--- config.mk ---
export PLATFORM = sky130hd
export DESIGN_NAME = board_clear_master
export DESIGN_NICKNAME = d
export VERILOG_FILES = /design/src/rtl/board_clear_master_pkg.sv /design/src/rtl/board_clear_master_bcd4_add_sat.sv /design/src/rtl/board_clear_master.sv
export SDC_FILE = /design/constraint.sdc
export NUM_CORES = 1
export LEC_CHECK = 0
export CAP_MARGIN = 5
export CORE_ASPECT_RATIO = 1.1
export CORE_MARGIN = 5
export CORE_UTILIZATION = 25
export CTS_CLUSTER_DIAMETER = 40
export DETAILED_ROUTE_END_ITERATION = 10
export GPL_TIMING_DRIVEN = 1
export HOLD_SLACK_MARGIN = 0.02
export PLACE_DENSITY_LB_ADDON = 0.1
export SETUP_SLACK_MARGIN = 0.3
export SYNTH_ARGS = -nofsm -noshare
export SYNTH_HDL_FRONTEND = slang
export SYNTH_SLANG_ARGS = --single-unit
--- constraint.sdc ---
create_clock -name CLK -period 9 [get_ports CLK]
set_clock_uncertainty 0.15 [all_clocks]
set_input_delay 0.9 -clock CLK [delete_from_list [all_inputs] [get_ports CLK]]
set_output_delay 0.9 -clock CLK [all_outputs]
set_load 0.01 [all_outputs]
--- src/rtl/board_clear_master_pkg.sv ---
// Shared constants and state encoding for the hardware board-clear master.
// Addresses are word addresses into the display slave's register window.
package board_clear_master_pkg;

    localparam logic [11:0] LEVEL_LINES_ADDR = 12'h000;
    localparam logic [11:0] ROW0_ADDR        = 12'h002;
    localparam logic [1:0]  EMPTY_CELL       = 2'b00;
    localparam int          NUM_ROWS         = 20;

    typedef enum logic [3:0] {
        S_IDLE    = 4'd0,
        S_RD      = 4'd1,
        S_WAIT    = 4'd2,
        S_EVAL    = 4'd3,
        S_WR      = 4'd4,
        S_FILL    = 4'd5,
        S_LC_RD   = 4'd6,
        S_LC_WAIT = 4'd7,
        S_LC_WR   = 4'd8,
        S_FIN     = 4'd9
    } bcm_state_t;

endpackage

--- src/rtl/board_clear_master_bcd4_add_sat.sv ---
// Four-digit packed BCD plus a small binary increment, clamped at 9999.
// Also suitable for the score path.
module bcd4_add_sat (
    input  logic [15:0] bcd_in,
    input  logic [2:0]  inc,
    output logic [15:0] bcd_out
);

    logic [4:0]  carry;
    logic [4:0]  sum;
    logic [15:0] res;

    always_comb begin
        carry = {2'b00, inc};
        sum   = 5'd0;
        res   = 16'h0000;
        // The first digit absorbs the whole increment; higher digits see 0/1.
        for (int d = 0; d < 4; d++) begin
            sum = {1'b0, bcd_in[4*d +: 4]} + carry;
            if (sum >= 5'd10) begin
                sum   = sum - 5'd10;
                carry = 5'd1;
            end else begin
                carry = 5'd0;
            end
            res[4*d +: 4] = sum[3:0];
        end
        bcd_out = (carry != 5'd0) ? 16'h9999 : res;
    end

endmodule

--- src/rtl/board_clear_master.sv ---
// Avalon-MM master that removes full rows from the display board, compacts
// the rest downward, blanks the vacated top rows and bumps the BCD line count.
module board_clear_master
    import board_clear_master_pkg::*;
#(
    parameter int READ_LATENCY = 1,
    parameter int NUM_ROWS     = 20,
    parameter int NUM_COLS     = 10
) (
    input  logic        CLK,
    input  logic        RESET,
    input  logic        START,
    output logic        BUSY,
    output logic        DONE,
    output logic [2:0]  LINES_CLEARED,
    output logic        AVM_CS,
    output logic        AVM_READ,
    output logic        AVM_WRITE,
    output logic [11:0] AVM_ADDR,
    output logic [3:0]  AVM_BYTE_EN,
    output logic [31:0] AVM_WRITEDATA,
    input  logic [31:0] AVM_READDATA
);

    localparam logic [4:0] LAST_ROW = 5'(NUM_ROWS - 1);
    localparam logic [1:0] LAT_LAST = 2'(READ_LATENCY - 1);

    bcm_state_t  state_q, state_d;
    logic [4:0]  src_q, src_d;
    logic [4:0]  dst_q, dst_d;
    logic [2:0]  cnt_q, cnt_d;
    logic [2:0]  lines_cleared_q, lines_cleared_d;
    logic [1:0]  lat_q, lat_d;
    logic [31:0] row_q, row_d;
    logic [15:0] lines_q, lines_d;

    logic        row_full;
    logic        step;
    logic [15:0] lines_sum;
    logic        rd, wr;
    logic [11:0] addr;
    logic [3:0]  be;
    logic [31:0] wdata;

    function automatic logic [11:0] row_addr(input logic [4:0] ptr);
        return ROW0_ADDR + {7'd0, ptr};
    endfunction

    bcd4_add_sat u_lines_add (
        .bcd_in  (lines_q),
        .inc     (cnt_q),
        .bcd_out (lines_sum)
    );

    always_comb begin
        row_full = 1'b1;
        for (int c = 0; c < NUM_COLS; c++)
            if (row_q[2*c +: 2] == EMPTY_CELL) row_full = 1'b0;
    end

    always_comb begin
        state_d         = state_q;
        src_d           = src_q;
        dst_d           = dst_q;
        cnt_d           = cnt_q;
        lines_cleared_d = lines_cleared_q;
        lat_d           = lat_q;
        row_d           = row_q;
        lines_d         = lines_q;
        step            = 1'b0;
        rd              = 1'b0;
        wr              = 1'b0;
        addr            = 12'h000;
        be              = 4'h0;
        wdata           = 32'h0;

        case (state_q)
            S_IDLE: begin
                if (START) begin
                    src_d           = LAST_ROW;
                    dst_d           = LAST_ROW;
                    cnt_d           = 3'd0;
                    lines_cleared_d = 3'd0;
                    state_d         = S_RD;
                end
            end
            S_RD: begin
                rd      = 1'b1;
                addr    = row_addr(src_q);
                be      = 4'hF;
                lat_d   = 2'd0;
                state_d = S_WAIT;
            end
            S_WAIT: begin
                if (lat_q == LAT_LAST) begin
                    row_d   = AVM_READDATA;
                    state_d = S_EVAL;
                end else begin
                    lat_d = lat_q + 2'd1;
                end
            end
            S_EVAL: begin
                if (row_full) begin
                    cnt_d = (cnt_q == 3'd7) ? 3'd7 : cnt_q + 3'd1;
                    step  = 1'b1;
                end else if (src_q != dst_q) begin
                    state_d = S_WR;
                end else begin
                    dst_d = dst_q - 5'd1;
                    step  = 1'b1;
                end
            end
            S_WR: begin
                wr    = 1'b1;
                addr  = row_addr(dst_q);
                be    = 4'hF;
                wdata = row_q;
                dst_d = dst_q - 5'd1;
                step  = 1'b1;
            end
            S_FILL: begin
                // After compaction dst sits at cnt-1, so this blanks exactly cnt rows.
                wr    = 1'b1;
                addr  = row_addr(dst_q);
                be    = 4'hF;
                dst_d = dst_q - 5'd1;
                if (dst_q == 5'd0) state_d = S_LC_RD;
            end
            S_LC_RD: begin
                rd      = 1'b1;
                addr    = LEVEL_LINES_ADDR;
                be      = 4'hF;
                lat_d   = 2'd0;
                state_d = S_LC_WAIT;
            end
            S_LC_WAIT: begin
                if (lat_q == LAT_LAST) begin
                    lines_d = AVM_READDATA[15:0];
                    state_d = S_LC_WR;
                end else begin
                    lat_d = lat_q + 2'd1;
                end
            end
            S_LC_WR: begin
                wr      = 1'b1;
                addr    = LEVEL_LINES_ADDR;
                be      = 4'h3;
                wdata   = {16'h0000, lines_sum};
                state_d = S_FIN;
            end
            S_FIN: begin
                state_d = S_IDLE;
            end
            default: begin
                state_d = S_IDLE;
            end
        endcase

        // Shared source-row advance for EVAL and WR; an empty pass skips fill and line update.
        if (step) begin
            if (src_q == 5'd0) begin
                state_d = (cnt_d == 3'd0) ? S_FIN : S_FILL;
            end else begin
                src_d   = src_q - 5'd1;
                state_d = S_RD;
            end
        end

        if (state_d == S_FIN) lines_cleared_d = cnt_d;
    end

    always_ff @(posedge CLK) begin
        if (RESET) begin
            state_q         <= S_IDLE;
            src_q           <= 5'd0;
            dst_q           <= 5'd0;
            cnt_q           <= 3'd0;
            lines_cleared_q <= 3'd0;
            lat_q           <= 2'd0;
            row_q           <= 32'h0;
            lines_q         <= 16'h0;
        end else begin
            state_q         <= state_d;
            src_q           <= src_d;
            dst_q           <= dst_d;
            cnt_q           <= cnt_d;
            lines_cleared_q <= lines_cleared_d;
            lat_q           <= lat_d;
            row_q           <= row_d;
            lines_q         <= lines_d;
        end
    end

    assign BUSY          = (state_q != S_IDLE) && (state_q != S_FIN);
    assign DONE          = (state_q == S_FIN);
    assign LINES_CLEARED = lines_cleared_q;
    assign AVM_CS        = rd | wr;
    assign AVM_READ      = rd;
    assign AVM_WRITE     = wr;
    assign AVM_ADDR      = addr;
    assign AVM_BYTE_EN   = be;
    assign AVM_WRITEDATA = wdata;

endmodule
After elaboration in Yosys (flattened, before gate mapping)
Cells that the tools add are included.
{"block": "word_totals", "register_bits": 70, "input_bits": 35, "out_inout_bits": 56, "wordCells": 130}
{"block": "classes", "add_sub_neg": 14, "magnitude_cmp": 4, "n_eq_ne": 17, "mux": 54, "bitwise_logic": 1, "reduce_logical": 32}
{"op": "$pmux 32 s2", "count": 1}
{"op": "$mux 4", "count": 13}
{"op": "$pmux 4 s9", "count": 1}
{"op": "$mux 5", "count": 7}
{"op": "$logic_not 2->1", "count": 11}
{"op": "$ge 5x4->1 const B", "count": 4}
{"op": "$mux 1", "count": 18}
{"op": "$mux 3", "count": 6}
{"op": "$eq 4x3->1 const B", "count": 4}
{"op": "$mux 16", "count": 1}
{"op": "$sub 4x4->4 const B", "count": 4}
{"op": "$add 4x1->5", "count": 3}
{"op": "$pmux 5 s3", "count": 1}
{"op": "$add 2x5->6 const A", "count": 2}
{"op": "$eq 4x4->1 const B", "count": 3}
{"op": "$pmux 6 s2", "count": 1}
{"op": "$logic_not 5->1", "count": 2}
{"op": "$sub 5x1->5 const B", "count": 2}
{"op": "$eq 4x2->1 const B", "count": 2}
{"op": "$ne 2x2->1 const B", "count": 4}
{"op": "$pmux 4 s2", "count": 1}
{"op": "$reduce_and 2->1", "count": 4}
{"op": "$pmux 3 s2", "count": 1}
{"op": "$reduce_bool 2->1", "count": 3}
{"op": "21 further kinds", "count": 23}

Longest topological paths before layout
Gate-level depths: netlist of run 1.
{"block": "depth", "word_depth": 20, "ltp_mapped": 33, "mapped_depth_nobuf": 33}

Cells and area by module
Synthesis of run 1 repeated with hierarchy kept, for this count alone.
{"block": "hier_totals", "cells_unflattened": 563, "hier_area_um2": 4265.3}
{"mod": "board_clear_master", "n_inst": 1, "cells_each": 461, "area_each_um2": 3505.9, "seq_area_each_um2": 1401.3}
{"mod": "bcd4_add_sat", "n_inst": 1, "cells_each": 102, "area_each_um2": 759.5, "seq_area_each_um2": 0.0}

Least setup slack after synthesis of run 1
Ideal clock, no wire load.
{"block": "synth_timing", "kind": "reg-to-output", "startpoint": "register cnt_q[0]", "endpoint": "output port AVM_WRITEDATA[10]", "arrival_time_ns": 6.246, "required_ns": 7.950, "path_slack_ns": 1.704, "stages_incl_launch_ff": 34, "n_path_buf": 0, "path_cell_list": "dfxtp_1 > ha_1 > fa_1 > xnor2_1 > ha_1 > inv_1 > a31oi_1 > o21ai_0 > a21o_1 > ha_1 > ha_1 > xor2_1 > inv_1 > ha_1 > o31a_1 > o31ai_1 > a2bb2oi_1 > inv_1 > ha_1 > ha_1 > xor2_1 > inv_1 > ha_1 > o31a_1 > o31ai_1 > a2bb2oi_1 > inv_1 > ha_1 > ha_1 > o21a_1 > nor2_1 > nor3_1 > nor2_1 > a22o_1"}
{"block": "synth_between", "elab_chain_len": 15, "elab_cells_between_ends": 17, "classes_between": "add/sub: 5; order compare: 4; mux: 7; reduce/logical: 1"}
{"element": "start, declared", "line_no": "board_clear_master.sv:31", "source": "logic [2:0] cnt_q, cnt_d;"}
{"element": "start signal, assigned", "line_no": "board_clear_master.sv:186", "source": "cnt_q <= cnt_d;"}
{"element": "$add 4x3->5 *", "line_no": "board_clear_master_bcd4_add_sat.sv:19", "source": "sum = {1'b0, bcd_in[4*d +: 4]} + carry;"}
{"element": "$ge 5x4->1 *", "line_no": "board_clear_master_bcd4_add_sat.sv:20", "source": "if (sum >= 5'd10) begin"}
{"element": "$mux 1 *", "line_no": "board_clear_master_bcd4_add_sat.sv:20"}
{"element": "$add 4x1->5 *", "line_no": "board_clear_master_bcd4_add_sat.sv:19"}
{"element": "$ge 5x4->1 *", "line_no": "board_clear_master_bcd4_add_sat.sv:20"}
{"element": "$mux 1 *", "line_no": "board_clear_master_bcd4_add_sat.sv:20"}
{"element": "$add 4x1->5 *", "line_no": "board_clear_master_bcd4_add_sat.sv:19"}
{"element": "$ge 5x4->1", "line_no": "board_clear_master_bcd4_add_sat.sv:20"}
{"element": "$mux 1", "line_no": "board_clear_master_bcd4_add_sat.sv:20"}
{"element": "$add 4x1->5", "line_no": "board_clear_master_bcd4_add_sat.sv:19"}
{"element": "$ge 5x4->1", "line_no": "board_clear_master_bcd4_add_sat.sv:20"}
{"element": "$mux 1", "line_no": "board_clear_master_bcd4_add_sat.sv:20"}
{"element": "$reduce_bool 5->1", "line_no": "board_clear_master_bcd4_add_sat.sv:28", "source": "bcd_out = (carry != 5'd0) ? 16'h9999 : res;"}
{"element": "$mux 16 *", "line_no": "board_clear_master_bcd4_add_sat.sv:28"}
{"element": "$pmux 32 s2 *", "line_no": "board_clear_master.sv:77", "source": "case (state_q)"}
{"element": "end, declared", "line_no": "board_clear_master.sv:21", "source": "output logic [31:0] AVM_WRITEDATA,"}
Mark *: on every way between the ends. The rest lies on a longest branch, timed or not.

Worst setup path after layout of run 1
{"block": "layout_timing", "startpoint": "register cnt_q[0]", "endpoint": "output port AVM_WRITEDATA[13]"}
{"block": "layout_between", "elab_chain_len": 15, "elab_cells_between_ends": 17, "classes_between": "add/sub: 5; order compare: 4; mux: 7; reduce/logical: 1"}
{"element": "$add 4x3->5 *", "line_no": "board_clear_master_bcd4_add_sat.sv:19"}
{"element": "$ge 5x4->1 *", "line_no": "board_clear_master_bcd4_add_sat.sv:20"}
{"element": "$mux 1 *", "line_no": "board_clear_master_bcd4_add_sat.sv:20"}
{"element": "$add 4x1->5 *", "line_no": "board_clear_master_bcd4_add_sat.sv:19"}
{"element": "$ge 5x4->1 *", "line_no": "board_clear_master_bcd4_add_sat.sv:20"}
{"element": "$mux 1 *", "line_no": "board_clear_master_bcd4_add_sat.sv:20"}
{"element": "$add 4x1->5 *", "line_no": "board_clear_master_bcd4_add_sat.sv:19"}
{"element": "$ge 5x4->1 *", "line_no": "board_clear_master_bcd4_add_sat.sv:20"}
{"element": "$mux 1 *", "line_no": "board_clear_master_bcd4_add_sat.sv:20"}
{"element": "$add 4x1->5 *", "line_no": "board_clear_master_bcd4_add_sat.sv:19"}
{"element": "$ge 5x4->1", "line_no": "board_clear_master_bcd4_add_sat.sv:20"}
{"element": "$mux 1", "line_no": "board_clear_master_bcd4_add_sat.sv:20"}
{"element": "$reduce_bool 5->1", "line_no": "board_clear_master_bcd4_add_sat.sv:28"}
{"element": "$mux 16 *", "line_no": "board_clear_master_bcd4_add_sat.sv:28"}
{"element": "$pmux 32 s2 *", "line_no": "board_clear_master.sv:77"}
Marks and branches as above.

==> run summary, run 1 <==
P_leak: 2.15 nW
arrival time worst endpoint: 7260 ps
top cell type's share of synthesized area: 0.332
synth top area cells: dfxtp_1 33%, nand2_1 12%, a21oi_1 8.2%, ha_1 5.3%, nor2_1 3.0%
vias in the first global route: 4,089
slowest stage delay, CP: 540 ps
Yosys cell types: 58
# fillers: 1,732
ant diodes: 0
Hold Fails Final Rpt: 0
Die X: 134 um
clock-pin transition on the worst setup and hold timing paths: 60 ps
Post-synth EDFFs: 0
CTS tree: done
Compound-Gate Fraction of Synth Area: 0.204
crit path time final: 8310 ps
critical path class: flop to output pin
initial antenna violation count: 0
detail-routed via count per cell: 4.98
met1 Usage GRT: 0.182
maximum vdd drop: 0.0720 mV
largest family of logic cells by synthesized area: simple AND/OR/NAND/NOR gates
f_max: 120 MHz
fin worst setup slack: 689 ps
Async SR Flop Fraction: 0
yosys warns: 0
XOR/XNOR Fraction of Synth Area: 0.0373
final wirelength: 14.1 mm
synthesized area per cell: 7.46 um^2
Seq/Total Area, Yosys: 0.332
Synth Area in Adders: 0.0581
met3 Usage GRT: 0.0313
total CTS buffers: 9
layout cell share with drive strength beyond 1: 0.0903
layer with the highest usage: met2
PwrDens: 179 nW/um^2
period utilization: 0.923
Slew Limit Headroom: 0.190
Syn Std Cell Area: 4220 um^2
nets: 691
largest net degree at the start of global routing: 70
GR Overflow Total: 0
clk sinks: 70
slowest stage cell, crit path: clkdlybuf4s50_1
Row Count: 49
GRT Resource Usage Total: 0.145
status: finished clean
Starting Density: 0.256
simple-gate share of the synthesized area: 0.289
HPWL Detailed: 9.87 mm
cells after synthesis: 566
DRC Markers: 0
gpl congestion: 0.857
unrepaired setup endpoints after global routing: no
dominant cell type by area after synthesis: dfxtp_1
Crit path required time: 7950 ps
CP Capture Type: output pin
worst skew pair latency: 350 ps
mux cell area share after synthesis: 0.0201
final max-slew violation count: 0
Max Cap Violations: 0
final design utilization: 0.342
Tightest Pin Transition: 1210 ps
met2 usage: 0.237
Final ANT Viol Nets: 0
die area: 19,600 um^2
clock root cell: clkbuf_16
detailed-route via count: 4,213
CP Buf/Inv Count: 7
Area growth syn-to-layout: 33.5%
# setup viols final: 0
first-pass GRT wire length: 22.4 mm
Worst setup SP type: flop
Worst path top cell family by delay: adder cells
CTS max path bufs: 2
Setup TNS: 0 ps
I/O pin count: 91
CORE AREA: 16,500 um^2
DRT Pass-1 Iters: 4
Seq cells post-synth: 70
PortBufs: 84
WL/cell: 16.7 um
Hold WC Path Type: flop to flop
H-tree depth: 3
1st-iter DRT viols: 210
Placement Setup Slack: 324 ps
ys flop type: dfxtp_1
Die H: 146 um
CTS Hold Buffers Added: 0
critical path peak fanout: 8
state kept, by name, indices dropped and copies added (netlist names):
signal and flops:
cnt_q 3, dst_q 5, LINES_CLEARED 3, src_q 5, lat_q 2, row_q 32
state_q 4, lines_q 16
worst paths after layout:
path / cells past startpoint / to / slack, ps / start
worst max-delay path: 35 / AVM_WRITEDATA[13] / 690 / cnt_q[0]$_SDFF_PP0_
worst min register to register: 2 / row_q[28]$_SDFFE_PP0P_ / 300 / row_q[28]$_SDFFE_PP0P_
worst max register to register: 6 / LINES_CLEARED[1]$_SDFFE_PP0P_ / 6220 / state_q[1]$_SDFF_PP0_
worst min-delay path: 2 / row_q[28]$_SDFFE_PP0P_ / 300 / row_q[28]$_SDFFE_PP0P_
where the power goes:
group | internal (mW) | total (mW) | switching, mW
clock | 0.222 | 0.368 | 0.146
combinational | 0.110 | 0.248 | 0.137
sequential | 0.341 | 0.391 | 0.0499
cell type report:
class	instances	area, um^2	area share
Multi-Input combinational cell	446	2690	0.478
Inverter	16	60.1	0.0107
Tap cell	204	255	0.0453
Clock inverter	5	58.8	0.0104
Clock buffer	11	243	0.0431
Timing Repair Buffer	94	926	0.164
Sequential cell	70	1400	0.249
Yosys cell counts, types with 12 or more instances:
| master | count |
|---|---|
| nand2_1 | 135 |
| dfxtp_1 | 70 |
| a21oi_1 | 69 |
| nor2_1 | 34 |
| clkbuf_1 | 24 |
| ha_1 | 18 |
| and2_1 | 17 |
| inv_1 | 16 |
| nor3_1 | 15 |
| o21ai_0 | 13 |
| nand3_1 | 12 |
stage by stage:
step           area, um^2  power [mW]  cells  hold slack [ps]
2_1_floorplan        4240       0.549    571              282
3_3_place_gp         5190       0.646    824              289
3_5_place_dp         5190       0.647    824              293
4_1_cts              5510        1.02    840              302
5_1_grt              5640        1.07    846              325
6_report             5640        1.01    846              299
metal layers:
layer | routed length (um) | vias to the layer above | share of wire
met1 | 6320 | 1982 | 0.45
met3 | 753 | 28 | 0.053
met2 | 6640 | 112 | 0.47
li1 | - | 2091 | -
met4 | 409 | 0 | 0.029
met5 | 0 | - | 0
kinds of logic (layout without fill, tap and decap cells):
| logic type | count (synthesis) | after routing |
|---|---|---|
| fa+ha+maj | 19 | 19 |
| mux | 8 | 8 |
| flops | 70 | 70 |
| simple gates | 255 | 255 |
| other cells | 1 | 6 |
| compound gates | 140 | 140 |
| xor+xnor | 18 | 18 |
| buf+inv | 55 | 126 |
repair_timing:
action / CTS / global route
setup buffers: 0 / 6
setup endpoints to repair: 9 / 16
gates resized for setup: 4 / 19
endpoints found under the hold margin: 0 / 0
pin swaps: 0 / 5
cells in the final DEF, fill, tap and decap left out, drive strengths merged, types with 5 or more instances in the layout:
cell           Yosys  layout
o22ai              9       9
clkbuf            24      11
xnor2              9       9
nor4               5       5
dlymetal6s2s       0       6
and2              18      18
a31oi              7       7
nor2              34      34
a21oi             69      69
clkdlybuf4s50      0      77
nand2            135     135
nand2b             8       8
or3                6       6
buf               15      11
nor3              16      16
dfxtp             70      70
ha                18      18
nand3             12      12
conb               1       6
xor2               9       9
inv               16      16
a22o               8       8
o21ai             13      13
worst register-to-register path, stage by stage (launching register included):
cell and delay [ps]:
dfxtp_1 770, nand4bb_4 260, nor4_4 450, and2_4 220, or3_1 310, nor4b_4 360
o22ai_1 130
Note: power is estimated with default switching activity, not from simulation.
==> inputs of run 2 (changes only) <==
--- a/config.mk
+++ b/config.mk
@@ -14,7 +14,9 @@
 export GPL_TIMING_DRIVEN = 1
 export HOLD_SLACK_MARGIN = 0.02
 export PLACE_DENSITY_LB_ADDON = 0.1
+export RECOVER_POWER = 25
 export SETUP_SLACK_MARGIN = 0.3
+export SKIP_LAST_GASP = 1
 export SYNTH_ARGS = -nofsm -noshare
 export SYNTH_HDL_FRONTEND = slang
 export SYNTH_SLANG_ARGS = --single-unit
==> run 2 against run 1 <==
  * The flow now finishes with violations (capacitance limit)
  * Routed wire length increased by 0.50%
  * Sequential power about the same
  * Worst hold slack about the same
  * Critical path depth unchanged
  * Sequential cell count unchanged
  * Critical endpoint unchanged
  * Largest power group unchanged
==> run summary, run 2 (synthesis results as in run 1) <==
status: finished with violations
failing checks: capacitance limit
Hold WC Path Type: flop to flop
final wirelength: 14.2 mm
layout cell share with drive strength beyond 1: 0.0826
placed insts: 824
nets: 691
I/O pin count: 91
slowest stage delay, CP: 540 ps
Worst path top cell family by delay: adder cells
WHS: 299 ps
Biggest register: row_q
WL/cell: 16.8 um
f_max: 120 MHz
Hold Crit Depth: 2
Row Count: 49
Die H: 146 um
CORE AREA: 16,500 um^2
Area growth syn-to-layout: 32.5%
Worst Hold Path EP: row_q[28]$_SDFFE_PP0P_
unrepaired setup endpoints after global routing: no
final instance area: 5590 um^2
# fillers: 1,739
worst reg-to-reg path cell count: 6
Hold Fails Final Rpt: 0
fin worst setup slack: 696 ps
Crit path required time: 7950 ps
first-pass GRT wire length: 22.4 mm
DRC Markers: 0
crit path time final: 8300 ps
CP Capture Type: output pin
Setup TNS: 0 ps
initial antenna violation count: 0
arrival time worst endpoint: 7250 ps
clk sinks: 70
fin cells: 846
Final ANT Viol Nets: 0
final design utilization: 0.339
# setup viols final: 0
H-tree depth: 3
slowest stage cell, crit path: clkdlybuf4s50_1
CTS max path bufs: 2
detail-routed via count per cell: 4.99
worst skew pair latency: 350 ps
CTS tree: done
total CTS buffers: 9
commonest non-fill, non-tap cell in the layout: nand2_1
maximum vdd drop: 0.0724 mV
Placement Setup Slack: 324 ps
1st-iter DRT viols: 180
final max-slew violation count: 0
Worst setup SP type: flop
HPWL Detailed: 9.87 mm
total power: 1.00 mW
clock-pin transition on the worst setup and hold timing paths: 60 ps
ant diodes: 0
RR Endpoint: LINES_CLEARED[1]$_SDFFE_PP0P_
R2R setup slack: 5680 ps
Die X: 134 um
Top Registers: row_q x32, lines_q x16
Placed Area: 5190 um^2
largest net degree at the start of global routing: 70
die area: 19,600 um^2
Starting Density: 0.256
clock root cell: clkbuf_16
hold path start: row_q[28]$_SDFFE_PP0P_
PwrDens: 179 nW/um^2
most frequent cells in the layout: 135 x nand2_1, 74 x clkdlybuf4s50_1, 70 x dfxtp_1
Worst R2R Start: state_q[1]$_SDFF_PP0_
CP Buf/Inv Count: 7
GR Overflow Total: 0
critical path peak fanout: 8
Max Cap Violations: 1
max reg flops: 32
PortBufs: 84
period utilization: 0.923
gpl congestion: 0.857
DRT Pass-1 Iters: 4
Slew Limit Headroom: 0.00603
P_leak: 2.14 nW
vias in the first global route: 4,089
GRT Resource Usage Total: 0.145
detailed-route via count: 4,224
Tightest Pin Transition: 1490 ps
critical path class: flop to output pin
## run 2: cell count changes in the layout (fill, tap and decap cells not counted), sizes merged
cell           delta
dlygate4sd3       +3
clkdlybuf4s50     -3
## run 2: worst max path at each step
stage                              endpoint  cells after the start           startpoint  slack (ps)
after floorplan           AVM_WRITEDATA[10]                     33  cnt_q[0]$_SDFF_PP0_        1700
after global placement    AVM_WRITEDATA[13]                     35  cnt_q[0]$_SDFF_PP0_         590
after detailed placement   AVM_WRITEDATA[1]                     35  cnt_q[0]$_SDFF_PP0_         320
after CTS                  AVM_WRITEDATA[6]                     35  cnt_q[0]$_SDFF_PP0_         330
after global routing       AVM_WRITEDATA[2]                     35  cnt_q[0]$_SDFF_PP0_         270
final                     AVM_WRITEDATA[13]                     35  cnt_q[0]$_SDFF_PP0_         700
## run 2: final cells by class
type / count / area (um^2) / area share
Timing Repair Buffer: 94 / 926 / 0.166
Clock inverter: 5 / 58.8 / 0.0105
Multi-Input combinational cell: 446 / 2650 / 0.474
Inverter: 16 / 60.1 / 0.0107
Clock buffer: 11 / 243 / 0.0434
Tap cell: 204 / 255 / 0.0456
Sequential cell: 70 / 1400 / 0.251
## run 2: metal layers
metal / vias up / wire length (um) / global-route usage
met5: - / 0 / 0
met4: 0 / 402 / 0.0669
met3: 26 / 771 / 0.0313
met2: 109 / 6680 / 0.237
met1: 1997 / 6350 / 0.182
li1: 2092 / - / -
## run 2: tightest hold or removal path: stages (launching register included)
cell and delay [ps]:
dfxtp_1 300, nand2_1 50, a21oi_1 50
## run 2: power breakdown
| group | total, mW | switching [mW] | internal, mW | leakage (nW) |
|---|---|---|---|---|
| Clock | 0.368 | 0.146 | 0.222 | 0.142 |
| Combinational | 0.245 | 0.136 | 0.109 | 1.43 |
| Sequential | 0.390 | 0.0487 | 0.341 | 0.568 |
| Total | 1.00 | 0.331 | 0.673 | 2.14 |
## run 2: timing repair
action                                  CTS  global route
cloned                                    0             0
pin swaps                                 0             5
gates resized for setup                   4            19
hold buffers                              0             0
endpoints found under the setup margin    9            16
buffers inserted                          0             6
